## config.mk

```make
export PLATFORM = sky130hd
export DESIGN_NAME = mp_add_seq
export DESIGN_NICKNAME = d
export VERILOG_FILES = /design/src/rtl/mp_add_pkg.sv /design/src/rtl/RCA16bit.sv /design/src/rtl/mp_add_seq.sv
export SDC_FILE = /design/constraint.sdc
export NUM_CORES = 1
export LEC_CHECK = 0
export BUFFER_PORTS_ARGS = -buffer_cell sky130_fd_sc_hd__buf_4
export CAP_MARGIN = 5
export CELL_PAD_IN_SITES_DETAIL_PLACEMENT = 2
export CELL_PAD_IN_SITES_GLOBAL_PLACEMENT = 2
export CORE_ASPECT_RATIO = 1.25
export CORE_UTILIZATION = 30
export DETAILED_ROUTE_END_ITERATION = 7
export PLACE_DENSITY = 0.78
export SYNTH_ARGS = -nofsm -noshare
export SYNTH_HDL_FRONTEND = slang
export SYNTH_SLANG_ARGS = --single-unit
```

## constraint.sdc

```tcl
create_clock -name clk -period 7.8 [get_ports clk]
set_clock_uncertainty 0.1 [all_clocks]
set_input_delay 1.56 -clock clk [delete_from_list [all_inputs] [get_ports clk]]
set_output_delay 1.56 -clock clk [all_outputs]
set_load 0.005 [all_outputs]
```

## src/rtl/mp_add_pkg.sv

```systemverilog
// Shared types and helpers for the multi-precision add/subtract sequencer.
package mp_add_pkg;

  localparam int unsigned WORD_W = 16;

  typedef enum logic [1:0] {
    IDLE = 2'd0,
    RUN  = 2'd1,
    DONE = 2'd2
  } mp_state_t;

  function automatic int unsigned clog2(int unsigned n);
    int unsigned r;
    r = 0;
    for (int unsigned i = 0; i < 32; i++) begin
      if ((64'd1 << i) < 64'(n)) r = i + 1;
    end
    return r;
  endfunction

endpackage

```

## src/rtl/RCA16bit.sv

```systemverilog
// 16-bit ripple-carry adder datapath; purely combinational.
module RCA16bit (
  input  logic [15:0] a,
  input  logic [15:0] b,
  input  logic        cin,
  output logic [15:0] sum,
  output logic        cout
);

  logic [16:0] c;

  assign c[0] = cin;

  for (genvar i = 0; i < 16; i++) begin : g_bit
    assign sum[i]   = a[i] ^ b[i] ^ c[i];
    assign c[i+1]   = (a[i] & b[i]) | (c[i] & (a[i] ^ b[i]));
  end

  assign cout = c[16];

endmodule

```

## src/rtl/mp_add_seq.sv

```systemverilog
// Multi-precision add/subtract: one 16-bit word per clock, LSW first, carry
// registered between words.
module mp_add_seq
  import mp_add_pkg::*;
#(
  parameter int unsigned WORDS = 4
) (
  input  logic                    clk,
  input  logic                    rst,
  input  logic                    start_valid,
  output logic                    start_ready,
  input  logic [WORD_W*WORDS-1:0] a,
  input  logic [WORD_W*WORDS-1:0] b,
  input  logic                    cin,
  input  logic                    sub,
  output logic [WORD_W*WORDS-1:0] result,
  output logic                    cout,
  output logic                    overflow,
  output logic                    done_valid,
  input  logic                    done_ready
);

  localparam int unsigned N  = WORD_W * WORDS;
  localparam int unsigned CW = clog2(WORDS);
  localparam logic [CW-1:0] LAST = CW'(WORDS - 1);

  mp_state_t   state_q, state_d;
  logic [CW-1:0] cnt_q;
  logic          carry_q;
  logic [N-1:0]  a_q, bc_q, result_q;
  logic          cout_q, ovf_q;

  logic [WORD_W-1:0] a_word, b_word, sum_word;
  logic              add_cout;
  logic              accept, last;

  assign accept = (state_q == IDLE) && start_valid;
  assign last   = (cnt_q == LAST);

  assign a_word = a_q[cnt_q*WORD_W +: WORD_W];
  assign b_word = bc_q[cnt_q*WORD_W +: WORD_W];

  RCA16bit u_rca (
    .a    (a_word),
    .b    (b_word),
    .cin  (carry_q),
    .sum  (sum_word),
    .cout (add_cout)
  );

  always_comb begin
    state_d = state_q;
    unique case (state_q)
      IDLE:    if (start_valid) state_d = RUN;
      RUN:     if (last) state_d = DONE;
      DONE:    if (done_ready) state_d = IDLE;
      default: state_d = IDLE;
    endcase
  end

  always_ff @(posedge clk) begin
    if (rst) begin
      state_q  <= IDLE;
      cnt_q    <= '0;
      carry_q  <= 1'b0;
      a_q      <= '0;
      bc_q     <= '0;
      result_q <= '0;
      cout_q   <= 1'b0;
      ovf_q    <= 1'b0;
    end else begin
      state_q <= state_d;
      if (accept) begin
        a_q     <= a;
        bc_q    <= sub ? ~b : b;
        // Subtract is A + ~B + 1, so the initial carry supplies the +1.
        carry_q <= sub ? 1'b1 : cin;
        cnt_q   <= '0;
      end else if (state_q == RUN) begin
        result_q[cnt_q*WORD_W +: WORD_W] <= sum_word;
        carry_q <= add_cout;
        cnt_q   <= cnt_q + 1'b1;
        if (last) begin
          cout_q <= add_cout;
          ovf_q  <= (a_word[WORD_W-1] == b_word[WORD_W-1]) &&
                    (sum_word[WORD_W-1] != a_word[WORD_W-1]);
        end
      end
    end
  end

  assign start_ready = (state_q == IDLE);
  assign done_valid  = (state_q == DONE);
  assign result      = result_q;
  assign cout        = cout_q;
  assign overflow    = ovf_q;

endmodule

```

==> results.md <==
* CP Launch Point: cnt_q[0]
* Min-delay src: a_q[29]
* Worst path bufs/invs at 3
* Cell with the most instances after synthesis: dfxtp_1
* Clk sinks at 199
* DR vias at 7325
* Layout Nets at 1237
* Die height at 194 um
* Synth cell types at 32
* Yosys top cell by area: dfxtp_1
* FF-to-FF End: result[47]
* CTS root buf: clkbuf_16
* Final Max Slew Viols at 0
* Top cell type's share of synthesized area at 45.1%
* Post-synth top flop: dfxtp_1
* Fin area at 11100 um^2
* Slowest stage delay, CP at 470 ps
* Tot Pwr at 2300 uW
* Final hold vios at 0
* Most used routing layer: met2
* Vias in the first global route at 7865
* Setup violators final at 0
* GR Util met2 at 34.4%
* GR Util All Layers at 19.6%
* First drt pass iteration count at 4
* Syn_nets at 1089
* Antenna Nets Post-Route at 0
* Clk buf depth at 2
* Global route total overflow at 0
* Hold depth at 2
* Initial DRC count at 382
* Status: finished, final reports clean
* CTS tree: done
* Setup crit end kind: register
* Pin count of the biggest net entering global routing at 123
* Worst path most repeated cell: fa_1
* RSZ-0062 raised after global routing: no
* I/O Pins at 202
* Slew headroom at 28.6%
* Final non-filler cell total at 1481
* CP Launch Type: register
* Syn avg cell area at 9.48 um^2
* First-pass GRT wire length at 45300 um
* Crit path max-delay family: adder cells
* Crit-path slowest cell: fa_1
* Register area at 3990 um^2
* Worst reg2reg startpoint: cnt_q[0]
* Area growth from synthesis to layout at 25.4%
* WS Path Type: register to register
* Num CTS Buffers at 17
* Hold endpoint: a_q[29]
* Top achievable clock speed at 132 MHz
* Period utilization at 96.8%
* CP required at 8000 ps
* Class of the worst hold path: register to register
* Worst reg2reg path depth at 22
* DPL Wire Length at 21100 um
* Row cnt at 69
* RD Place Congestion at 0.770
* R2r setup slk at 250 ps
* Core ar. at 28700 um^2
* # diodes at 0
* Minimum clock period after layout at 7550 ps
* Inst Count DP at 1451
* Synthesis-stage register bit count at 199
* Width of the die at 156 um
* Placed cell areas at 10500 um^2
* Multi-input logic area at 4310 um^2
* Die ar. at 30100 um^2
* CP Data Arrival Time at 7750 ps
* Post-synth EDFFs at 0
* Critical path peak fanout at 6
* Clk slew on worst S/H paths at 80 ps
* Mapped Area at 8840 um^2
* Clk_lat worst skew at 440 ps
* Peak VDD IR at 110 uV
* Residual DRC at 0
* Via-to-Cell Ratio at 4.95
* Met3 usage at 3.40%
* Measured slew at the worst slew-check pin at 1070 ps
* Hold WS at 359 ps
* CTS H-tree depth at 4
* Antenna violations before repair at 0
* Setup repair bufs after CTS at 0
* Port buffer count at 201
* Fill count at 3158
* WL final at 29000 um
* Post-synthesis async set-or-reset flop share at 0%
* Sequential-to-total area share from yosys stat at 45.1%
* GR Util met1 at 24.6%
* Post-Synthesis Cells at 932
* Pleak at 0.00423 uW
* Stages on the worst setup path at 22
* Starting Density at 30.8%
* Setup TNS Final at 0 ps
* # hold bufs at CTS at 0
* Max Cap Viol at 0
* Area contributors post-synth: dfxtp_1 (45%), mux4_2 (8.2%), a32oi_1 (6.3%)
* Layout cell share with drive strength beyond 1 at 26.3%
* Synth cell count leaders: dfxtp_1 (199), nor2_1 (131), nand2_1 (129), a21oi_1 (67), a211oi_1 (66)
* Pwr dens at 208 nW/um^2
* DR WL/cell at 19.6 um
* Crit path cell chain: mux4_2 > inv_1 > fa_1 > fa_1 > fa_1 > fa_2 > fa_1 > fa_1 > fa_2 > fa_2 > fa_1 > fa_1 > fa_2 > fa_1 > fa_2 > fa_1 > inv_1 > fa_1 > fa_1 > buf_4 > a32oi_1 > nor2_1
* Synth warnings at 0
## metal layers
metal	wire (um)	part of all wire [%]	up-vias
met5	0	0	-
met4	388	1.3	0
met3	1110	3.8	25
met2	14900	51	183
met1	12600	43	3599
li1	-	-	3518
## area by class of cell
class                           instances  area share (%)
Clock inverter                         12           0.847
Sequential cell                       199            36.0
Tap cell                              390            4.40
Timing Repair Buffer                  213            14.5
Inverter                               46            1.56
Clock buffer                           18            3.87
Multi-Input combinational cell        603            38.9
## state kept, by name, summed over array words and instances (netlist names)
name and count:
overflow 1, bc_q 64, a_q 64, cout 1, carry_q 1, result 64, cnt_q 2, state_q 2
## how the worst max path moves through the flow
| stage | to |
|---|---|
| finish | result[47] |
| global route | result[31] |
| CTS | result[47] |
| detailed placement | result[47] |
| global placement | result[63] |
| floorplan | overflow |
## worst min-delay path, delay by kind of cell (launching register included)
kind | cells | cell delay [ps]
flip-flops | 1 | 310
AND/OR/NAND/NOR | 1 | 50
AO/OA/AOI/OAI | 1 | 50
## where the power goes
part / internal (uW) / switching, uW
combinational: 160 / 217
sequential: 1070 / 33.1
clock: 409 / 413
total: 1640 / 663
## cell families (layout without fill, tap and decap cells)
| group | Yosys count | count (layout) | synth area share [%] |
|---|---|---|---|
| xor gates and xnor gates | 64 | 64 | 6.34 |
| and+or+nand+nor | 283 | 283 | 13.3 |
| AOI/OAI and AO/OA | 200 | 200 | 16.0 |
| adders and majority gates | 23 | 23 | 4.62 |
| DFF | 199 | 199 | 45.1 |
| muxes | 33 | 33 | 8.27 |
| buffers and inverters | 130 | 289 | 6.37 |
## metrics by stage
| step | utilization [%] | worst slack, ps |
|---|---|---|
| after floorplan | - | 6.61 |
| after global placement | 36.8 | 135 |
| after detailed placement | 36.8 | 24.1 |
| after CTS | 38.6 | 29.2 |
| after global routing | 38.7 | 3.32 |
| final | 38.7 | 251 |
## cell usage in the layout (no fill, tap or decap), drive strengths merged, types with 2 or more instances in the layout
cell,n
nor2b,3
a21oi,67
and3b,2
nand2,129
xnor2,64
nand2b,2
mux4,32
clkinvlp,5
dfxtp,199
clkbuf,18
ha,7
buf,213
a211oi,66
nor3b,3
a32oi,64
fa,16
nor2,131
nor4,2
nand3b,5
clkinv,2
inv,51
## timing repair
item,CTS,global route
pin swaps,0,1
endpoints found under the hold margin,0,0
gates resized for setup,1,5
endpoints found under the setup margin,5,5
Note: power is estimated with default switching activity, not from simulation.
